$ cat src/rtl/peak_pkg.sv
// Shared types and constants for the peak/min tracker.
package peak_pkg;
  localparam int DATA_W = 16;

  typedef enum logic [1:0] {
    ST_IDLE  = 2'd0,
    ST_TRACK = 2'd1,
    ST_DONE  = 2'd2
  } state_t;
endpackage

$ cat src/rtl/peak_tracker_cmp.sv
// Unsigned magnitude comparator reused for the running max and min checks.
module peak_tracker_cmp
  import peak_pkg::*;
#(
  parameter int W = DATA_W
) (
  input  logic [W-1:0] a,
  input  logic [W-1:0] b,
  output logic         gt,
  output logic         lt
);
  assign gt = (a > b);
  assign lt = (a < b);
endmodule

$ cat src/rtl/peak_tracker.sv
// Tracks largest and smallest unsigned sample over a window of WINDOW accepted samples.
//   state    | meaning
//   ST_IDLE  | waiting for start; last window's results held
//   ST_TRACK | accepting samples, busy high
//   ST_DONE  | window complete, done pulses for one cycle
module peak_tracker
  import peak_pkg::*;
#(
  parameter int WINDOW = 8
) (
  input  logic              clk,
  input  logic              rst,
  input  logic              clear,
  input  logic              start,
  input  logic              sample_valid,
  input  logic [DATA_W-1:0] sample_data,
  output logic              busy,
  output logic              done,
  output logic [DATA_W-1:0] max_val,
  output logic [DATA_W-1:0] min_val,
  output logic [7:0]        sample_count
);
  localparam logic [7:0] WIN_CNT = 8'(WINDOW);

  state_t            state, state_nx;
  logic [DATA_W-1:0] max_nx, min_nx;
  logic [7:0]        count_nx, count_inc;
  logic              gt_max, lt_min, accept, first;

  peak_tracker_cmp #(.W(DATA_W)) u_cmp_max (
    .a (sample_data),
    .b (max_val),
    .gt(gt_max),
    .lt()
  );

  peak_tracker_cmp #(.W(DATA_W)) u_cmp_min (
    .a (sample_data),
    .b (min_val),
    .gt(),
    .lt(lt_min)
  );

  assign accept    = (state == ST_TRACK) && sample_valid;
  assign first     = (sample_count == 8'd0);
  assign count_inc = sample_count + 8'd1;

  always_comb begin
    state_nx = state;
    max_nx   = max_val;
    min_nx   = min_val;
    count_nx = sample_count;
    if (clear) begin
      state_nx = ST_IDLE;
      max_nx   = '0;
      min_nx   = '0;
      count_nx = '0;
    end else begin
      case (state)
        ST_IDLE: begin
          if (start) begin
            state_nx = ST_TRACK;
            count_nx = '0;
          end
        end
        ST_TRACK: begin
          if (accept) begin
            count_nx = count_inc;
            // First sample seeds both extremes regardless of stale results.
            if (first || gt_max) max_nx = sample_data;
            if (first || lt_min) min_nx = sample_data;
            if (count_inc == WIN_CNT) state_nx = ST_DONE;
          end
        end
        ST_DONE: state_nx = ST_IDLE;
        default: state_nx = ST_IDLE;
      endcase
    end
  end

  always_ff @(posedge clk or posedge rst) begin
    if (rst) begin
      state        <= ST_IDLE;
      busy         <= 1'b0;
      done         <= 1'b0;
      max_val      <= '0;
      min_val      <= '0;
      sample_count <= '0;
    end else begin
      state        <= state_nx;
      busy         <= (state_nx == ST_TRACK);
      done         <= (state_nx == ST_DONE);
      max_val      <= max_nx;
      min_val      <= min_nx;
      sample_count <= count_nx;
    end
  end
endmodule

$ cat config.mk
export PLATFORM = sky130hd
export DESIGN_NAME = peak_tracker
export DESIGN_NICKNAME = d
export VERILOG_FILES = /design/src/rtl/peak_pkg.sv /design/src/rtl/peak_tracker_cmp.sv /design/src/rtl/peak_tracker.sv
export SDC_FILE = /design/constraint.sdc
export NUM_CORES = 1
export LEC_CHECK = 0
export CELL_PAD_IN_SITES_DETAIL_PLACEMENT = 0
export CELL_PAD_IN_SITES_GLOBAL_PLACEMENT = 2
export CORE_ASPECT_RATIO = 0.75
export CORE_MARGIN = 2
export CORE_UTILIZATION = 32
export CTS_CLUSTER_DIAMETER = 50
export DETAILED_ROUTE_END_ITERATION = 8
export GPL_TIMING_DRIVEN = 0
export MAX_ROUTING_LAYER = met4
export PLACE_DENSITY_LB_ADDON = 0.1
export SLEW_MARGIN = 20
export SYNTH_ARGS = -nofsm -noshare
export SYNTH_HDL_FRONTEND = slang
export SYNTH_SLANG_ARGS = --single-unit
$ cat constraint.sdc
create_clock -name clk -period 2.2 [get_ports clk]
set_input_delay 0.44 -clock clk [delete_from_list [all_inputs] [get_ports clk]]
set_output_delay 0.44 -clock clk [all_outputs]
set_load 0.03 [all_outputs]
# ---- After elaboration in Yosys (flattened, before gate mapping)
# Index checks and enable logic that the tools add are counted.
dict set report totals {
  reg_bits 44
  inputBits 21
  out_inout_bits 42
  elab_cells 45
}
dict set report op_classes {
  addsub 1
  n_lt_le_gt_ge 2
  eq_ne 6
  n_mux 17
  n_reduce_logical 13
}
# operator count
set ops {}
lappend ops {{$mux 16} 8}
lappend ops {{$mux 8} 3}
lappend ops {{$gt 16x16->1} 1}
lappend ops {{$lt 16x16->1} 1}
lappend ops {{$pmux 8 s2} 1}
lappend ops {{$reduce_and 3->1} 3}
lappend ops {{$add 8x1->8 const B} 1}
lappend ops {{$eq 8x4->1 const B} 1}
lappend ops {{$logic_not 8->1} 1}
lappend ops {{$mux 2} 4}
lappend ops {{$reduce_bool 2->1} 4}
lappend ops {{$ne 3x3->1 const B} 2}
lappend ops {{$eq 2x1->1 const B} 2}
lappend ops {{$pmux 2 s2} 1}
lappend ops {{$reduce_bool 3->1} 1}
lappend ops {{$eq 2x2->1 const B} 1}
lappend ops {{$logic_not 2->1} 1}
lappend ops {{$logic_or 1x1->1} 2}
lappend ops {{$logic_and 1x1->1} 1}

# ---- Depth between registers and ports, before layout
# Gate-level depths: netlist of run 1.
dict set report logic_depth {
  word_depth 7
  mapped_depth 8
  depth_no_buf 7
}

# ---- Hierarchy
# Synthesis of run 1 repeated with hierarchy kept, for this count alone.
dict set report unflattened {
  cells_unflattened 353
  hier_area_um2 3012.9
}
# module instances cells_each area_each_um2
set by_module_without_submodules {}
lappend by_module_without_submodules {peak_tracker 1 233 2152.1}
lappend by_module_without_submodules {peak_tracker_cmp 2 60 430.4}

# ---- Least setup slack after synthesis of run 1
# Ideal clock, no wire load.
dict set report synth_timing {
  path_type {reg2reg}
  from {register max_val[15]}
  to {register max_val[0]}
  setup_time_ns 0.079
  arrival_ns 2.078
  required_ns 2.121
  path_slack_ns 0.042
  path_stages_with_launch 9
  path_buffers 1
  synth_period_minus_slack_ns 2.158
  cell_sequence {dfrtp_1 > inv_1 > ha_1 > nand4_1 > nor4_2 > a21boi_4 > o31a_4 > buf_8 > mux2i_1}
}
dict set report synth_between {
  elab_chain_cells 4
}
# element line
set synth_lines {}
lappend synth_lines {{start: declaration} peak_tracker.sv:19} ;# output logic [DATA_W-1:0] max_val,
lappend synth_lines {{start signal: assignment} peak_tracker.sv:93} ;# max_val <= max_nx;
lappend synth_lines {{$gt 16x16->1} peak_tracker_cmp.sv:12} ;# assign gt = (a > b);
lappend synth_lines {{$logic_or 1x1->1} peak_tracker.sv:70} ;# if (first || gt_max) max_nx = sample_data;
lappend synth_lines {{$reduce_bool 2->1 (no source line)} --}
lappend synth_lines {{$reduce_and 3->1 (no source line)} --}
# Every way passes these cells.
# A chain may end at the register's enable or synchronous reset.

# ---- Worst setup path after layout of run 1
dict set report layout_timing {
  from {input sample_data[15]}
  to {register min_val[15]}
}
dict set report layout_between {
  elab_chain_cells 4
  elab_cells_between_ends 8
}
# element line
set layout_lines {}
lappend layout_lines {{start: declaration} peak_tracker.sv:16} ;# input logic [DATA_W-1:0] sample_data,
lappend layout_lines {{$lt 16x16->1 or $mux 16 (tied branches)} {peak_tracker_cmp.sv:13, peak_tracker.sv:71}}
lappend layout_lines {{$logic_or 1x1->1 or $mux 16 (tied branches)} {peak_tracker.sv:71, peak_tracker.sv:67}}
lappend layout_lines {{$reduce_bool 2->1 (no source line) or $mux 16 (tied branches)} --}
lappend layout_lines {{$reduce_and 3->1 (no source line) or $mux 16 (tied branches)} --}
lappend layout_lines {{end signal: assignment} peak_tracker.sv:94} ;# min_val <= min_nx;
lappend layout_lines {{end: declaration} peak_tracker.sv:20} ;# output logic [DATA_W-1:0] min_val,
# Parallel ways exist; a longest one is shown, timed or not. The select of a mux whose other input is x is not followed.

==> metrics.txt, run 1 <==
Final Hold Fails=0; critical path startpoint=sample_data[15]; share of the synthesized area in the top cell type=0.355; reg-to-reg critical path startpoint=max_val[14]$_DFFE_PP0P_; Antenna Diode Count=0; HP Class=input pin to async pin; worst rel slew slack=0.657; r2r setup slk=approximately 120 ps; drt total wl=8370 um; Initial Util=0.325; register area=1100 um2; final worst setup slack=slightly above 100 ps; post-DP HPWL=around 6200 um; leak pwr=1.86 nW; ys flop type=dfrtp_1; wire per inst=between 15 and 20 um; area of the multi-input gates=1920 um2; worst vdd ir=about 0.27 mV; ys async rst share=1.00; Post-Synthesis Cells=roughly 320; DIE AREA=between 10,000 and 15,000 um2; initial antenna violation count=0; critical path capture point=min_val[15]$_DFFE_PP0P_; number of synthesized register bits=44; DR pass1 iterations=4; Worst Path Required=2410 ps; IO Count=63; status=finished clean; CTS Sinks=44; Post-DRT Antenna Nets=0; largest net degree at the start of global routing=29; # fillers=about 980; syn_area_per_cell=9.66 um2; worst reg2reg path depth=8; Fin Clk Skew=4.22 ps; worst reg2reg endpoint=max_val[4]$_DFFE_PP0P_; pwr/cell area=between 500 and 600 nW/um2; CTS tree=yes; WS Path Type=input pin to flip-flop; CP arrival=2310 ps; syn_nets=376; vias in the first global route=2,621; Max Root-Sink Buffers=2; Remaining DRCs=0; Crit. End Element=flip-flop; post-synth top area cell=dfrtp_1; Syn-to-layout area delta=38.3%; H-tree depth=2; first-pass GRT wire length=13,600 um; Reg clk slew, reported paths=around 60 ps; DR iter-0 viols=approximately 100; Worst Tran Pin Value=515 ps; worst hold slack=458 ps; Max Cap Viol=0; Slew Viols, Final=0; Yosys cell types=46; CTS Root Cell=clkbuf_16; Core ar.=between 9000 and 10,000 um2; Fmax=~0.48 GHz; Final period util=0.953; die width=between 100 and 150 um; Setup Viol. Count Final=0; Vias/cell=approximately 4.8; final layout net count=453; global route overflow=0; fin crit period=between 2000 and 2500 ps; Worst-Skew Late Latency=280 ps; # rows=31; RSZ-0062 raised after global routing=false; Yosys warning count=0; Overall Global Routing Usage=0.173; CP max FO=5; CP startpoint kind=input pin; GPL Wtd Cong=between 0.7 and 0.8; Die Ht=89.3 um; share of layout cells above drive strength 1=0.124; mapped cell area=around 3100 um2; dominant cells by area after synthesis=dfrtp_1 35%, ha_1 14%, mux2i_1 11%; Post-Place Setup Slack=-630 ps; vias=between 2,000 and 3,000; Post-synth EDFFs=0; PortBufs=62; CTS Buf Count=5; Seq/Total Area, Yosys=0.355
[worst min-delay path by stage]
stage,cells after the start,end,from,slack (ps)
after floorplan,2,busy$_DFF_PP0_,state[0]$_DFF_PP0_,560
after global placement,1,sample_count[7]$_DFFE_PP0P_,sample_count[7]$_DFFE_PP0P_,530
after detailed placement,1,sample_count[7]$_DFFE_PP0P_,sample_count[7]$_DFFE_PP0P_,530
after CTS,2,done$_DFF_PP0_,rst,470
after global routing,2,sample_count[6]$_DFFE_PP0P_,rst,500
final,2,done$_DFF_PP0_,rst,460
[registers in the layout, indices dropped and copies added (netlist names)]
name	flops
busy	1
done	1
max_val	16
min_val	16
sample_count	8
state	2
[routing by layer]
| layer | GRT usage | part of all wire | wire length, um |
|---|---|---|---|
| met4 | 0.0361 | 0.0084 | 70 |
| met2 | 0.257 | 0.42 | 3480 |
| met1 | 0.245 | 0.54 | 4540 |
| met3 | 0.0319 | 0.034 | 283 |
| met5 | - | 0 | 0 |
[kinds of logic (layout without fill, tap and decap cells)]
family                   count (synthesis)  after routing  synth area share
multiplexers                            34             34             0.110
AO/OA/AOI/OAI                           48             48             0.117
adder cells (fa/ha/maj)                 34             34             0.137
buffers and inverters                   52            127            0.0750
flip-flops                              44             44             0.355
AND/OR/NAND/NOR                        109            109             0.206
[through the flow]
stage               instances  TNS, ps  total power [mW]  instance area (um2)  utilization
finish                    528        0              2.16                 4290        0.450
CTS                       528        0              2.17                 4210        0.442
detailed placement        516   -17430              1.41                 3910        0.410
global placement          515   -34180              1.41                 3890        0.407
global route              528        0              2.27                 4290        0.450
floorplan                 321        0              1.20                 3100            -
[power by group]
part,internal (mW),switching (mW)
logic,0.263,0.317
clock network,0.402,0.300
registers,0.846,0.0329
[Yosys cell counts (2+ instances only)]
cell type	n
o211ai_1	3
o41ai_1	2
o21ai_0	14
a31oi_1	2
o31ai_1	3
and2b_1	2
nand2_1	14
and3_1	4
nor2_1	9
dfrtp_1	44
clkbuf_1	7
nand3_1	10
nand4_1	5
buf_2	3
buf_8	2
mux2i_1	33
ha_1	34
a31oi_2	2
nor3_1	4
nand2b_1	48
a21oi_1	14
inv_1	38
[layout by cell type (no fill, tap or decap), types with 2 or more instances in the layout]
master           count
nand2b_1            48
clkdlybuf4s50_1     47
dfrtp_1             42
inv_1               37
mux2i_1             33
ha_1                26
a21oi_1             14
o21ai_0             13
dlygate4sd2_1       13
nand2_1             12
nand3_1              9
nor2_1               9
clkbuf_1             7
ha_4                 6
nand4_1              5
buf_4                5
buf_12               5
clkbuf_16            5
and3_1               4
nor3_4               3
buf_2                3
o211ai_1             3
o31ai_1              3
a31oi_4              2
nand2_2              2
nor3_1               2
o41ai_1              2
a31oi_1              2
and2b_1              2
ha_2                 2
dlymetal6s2s_1       2
dfrtp_2              2
[layout make-up]
class / instances / area share
sequential: 44 / 0.257
timing repair buffer: 70 / 0.171
buffer: 14 / 0.0233
tap: 132 / 0.0385
multi-input combinational: 225 / 0.448
clock buffer: 5 / 0.0292
inverter: 38 / 0.0333
[what timing repair did]
action | in CTS | in global routing
resized for setup | 27 | 14
hold buffers | 0 | 0
pin swaps | 18 | 1
setup buffers | 6 | 0
gates cloned | 1 | 0
endpoints found under the setup margin | 32 | 37
[critical path, stage by stage]
cell,delay (ps)
dlygate4sd2_1,320
ha_4,310
nand4_1,200
nor3_4,250
a31oi_4,130
a21oi_4,190
bufbuf_16,300
mux2i_1,170
Power figures use the tool's default switching activity.
==> inputs of run 2 (changes only) <==
Settings changed: CORE_UTILIZATION 32 to 25, CTS_CLUSTER_SIZE set to 16, SKIP_LAST_GASP set to 1.
==> metrics.txt, run 2 (synthesized netlist as in run 1, its figures left out) <==
post-DP HPWL=6870 um; CP arrival=about 2300 ps; CTS Root Cell=clkbuf_16; biggest regs=max_val: 16 flops, min_val: 16 flops, sample_count: 8 flops; HP Class=input pin to async pin; CP max FO=10; Worst Tran Pin Value=~600 ps; Core ar.=12,200 um2; worst rel slew slack=0.602; CTS Buf Count=5; pwr/cell area=roughly 580 nW/um2; Slew Viols, Final=0; Fmax=between 0.4 and 0.5 GHz; setup TNS=0 ps; # rows=35; worst vdd ir=approximately 0.29 mV; DIE AREA=~13,000 um2; wire per inst=approximately 16 um; final worst setup slack=about 58 ps; Post-Place Setup Slack=-752 ps; largest net degree at the start of global routing=26; Worst Path Required=2380 ps; initial antenna violation count=0; CTS Sinks=44; final std cell area, no fill=~4400 um2; RSZ-0062 raised after global routing=true; Tot Pwr=between 2 and 3 mW; Syn-to-layout area delta=41.6%; Worst-Skew Late Latency=290 ps; Initial Util=0.255; drt total wl=~9100 um; global route overflow=0; Final Hold Fails=0; cts hold-fix bufs=0; status=finished clean; die width=around 130 um; GPL Wtd Cong=0.797; Max Cap Viol=0; Vias/cell=between 4 and 5; share of layout cells above drive strength 1=0.134; H-tree depth=2; CP max stage cell=clkdlybuf4s50_1; fin util=0.361; most frequent cells in the layout=49 x clkdlybuf4s50_1, 48 x nand2b_1, 42 x dfrtp_1; Setup Viol. Count Final=0; worst hold slack=between 400 and 500 ps; Max Root-Sink Buffers=2; IO Count=63; Antenna Diode Count=0; Overall Global Routing Usage=0.149; leak pwr=between 1.5 and 2 nW; Crit. End Element=flip-flop; non-filler instance count after layout=between 500 and 600; placed cell count=550; Die Ht=approximately 100 um; Final period util=0.974; DR iter-0 viols=between 100 and 150; Post-DP Area=a little under 4000 um2; commonest non-fill, non-tap cell in the layout=clkdlybuf4s50_1; final layout net count=between 400 and 500; fin crit period=between 2000 and 2500 ps; vias=2,535; # fillers=1,259; CP Cell Sequence=clkdlybuf4s50_1 > ha_1 > nor3_1 > nor3_4 > a31oi_2 > a21oi_4 > buf_12 > mux2i_1; Post-DRT Antenna Nets=0; Remaining DRCs=0; CTS tree=yes; CP max stage delay=470 ps; vias in the first global route=roughly 2,600; PortBufs=62; WS Path Type=input pin to flip-flop; Reg clk slew, reported paths=around 70 ps; CP startpoint kind=input pin; Fin Clk Skew=~4.3 ps; DR pass1 iterations=4; first-pass GRT wire length=about 15,000 um
==> run 2: worst max-delay path: cells and delay by family <==
family	cells	cell delay [ps]
buffers and inverters	2	630
adders and majority gates	1	320
AOI/OAI and AO/OA	2	340
muxes	1	120
and+or+nand+nor	2	440
==> run 2: final timing paths <==
kind / endpoint / cells past startpoint / slack, ps / from
setup / recovery: min_val[11]$_DFFE_PP0P_ / 8 / 60 / sample_data[2]
hold / removal: done$_DFF_PP0_ / 2 / 480 / rst
setup reg to reg: state[0]$_DFF_PP0_ / 5 / 140 / sample_count[0]$_DFFE_PP0P_
hold reg to reg: sample_count[7]$_DFFE_PP0P_ / 1 / 560 / sample_count[7]$_DFFE_PP0P_
max in group asynchronous: max_val[7]$_DFFE_PP0P_ / 3 / 1200 / rst
min in group clk: min_val[6]$_DFFE_PP0P_ / 3 / 540 / sample_data[6]
==> run 2: routing by layer <==
layer  track usage  vias up  routed length, um
met5             -        -                  0
met3        0.0307        7                372
li1              -     1269                  -
met4        0.0372        0                 87
met1         0.225     1208               5080
met2         0.201       51               3530
==> run 2: cell type report <==
| type | count | area [um2] | share of cell area |
|---|---|---|---|
| Clock inverter | 3 | 90.1 | 0.0205 |
| Inverter | 38 | 143 | 0.0325 |
| Multi-Input combinational cell | 225 | 1910 | 0.434 |
| Timing Repair Buffer | 73 | 716 | 0.163 |
| Tap cell | 166 | 208 | 0.0473 |
| Sequential cell | 44 | 1100 | 0.251 |
| Clock buffer | 5 | 125 | 0.0285 |
| Buffer | 14 | 100 | 0.0228 |
==> run 2: power by group <==
group / leakage (nW) / total [mW] / switching (mW) / internal, mW
logic: 1.17 / 0.562 / 0.314 / 0.248
clock network: 0.104 / 1.12 / 0.350 / 0.767
registers: 0.599 / 0.879 / 0.0339 / 0.845
total: 1.87 / 2.56 / 0.698 / 1.86
==> run 2: what timing repair did <==
item | 4_1_cts | 5_1_grt
pin swaps | 12 | 6
endpoints found under the setup margin | 36 | 35
gates cloned | 0 | 0
buffers inserted | 5 | 5
gates resized for setup | 28 | 7
==> inputs of run 3 (changes only) <==
Settings changed: ABC_CLOCK_PERIOD_IN_PS set to 2200.
==> results of run 3 <==
Final layout, timing and power as in run 2 (identical DEF).
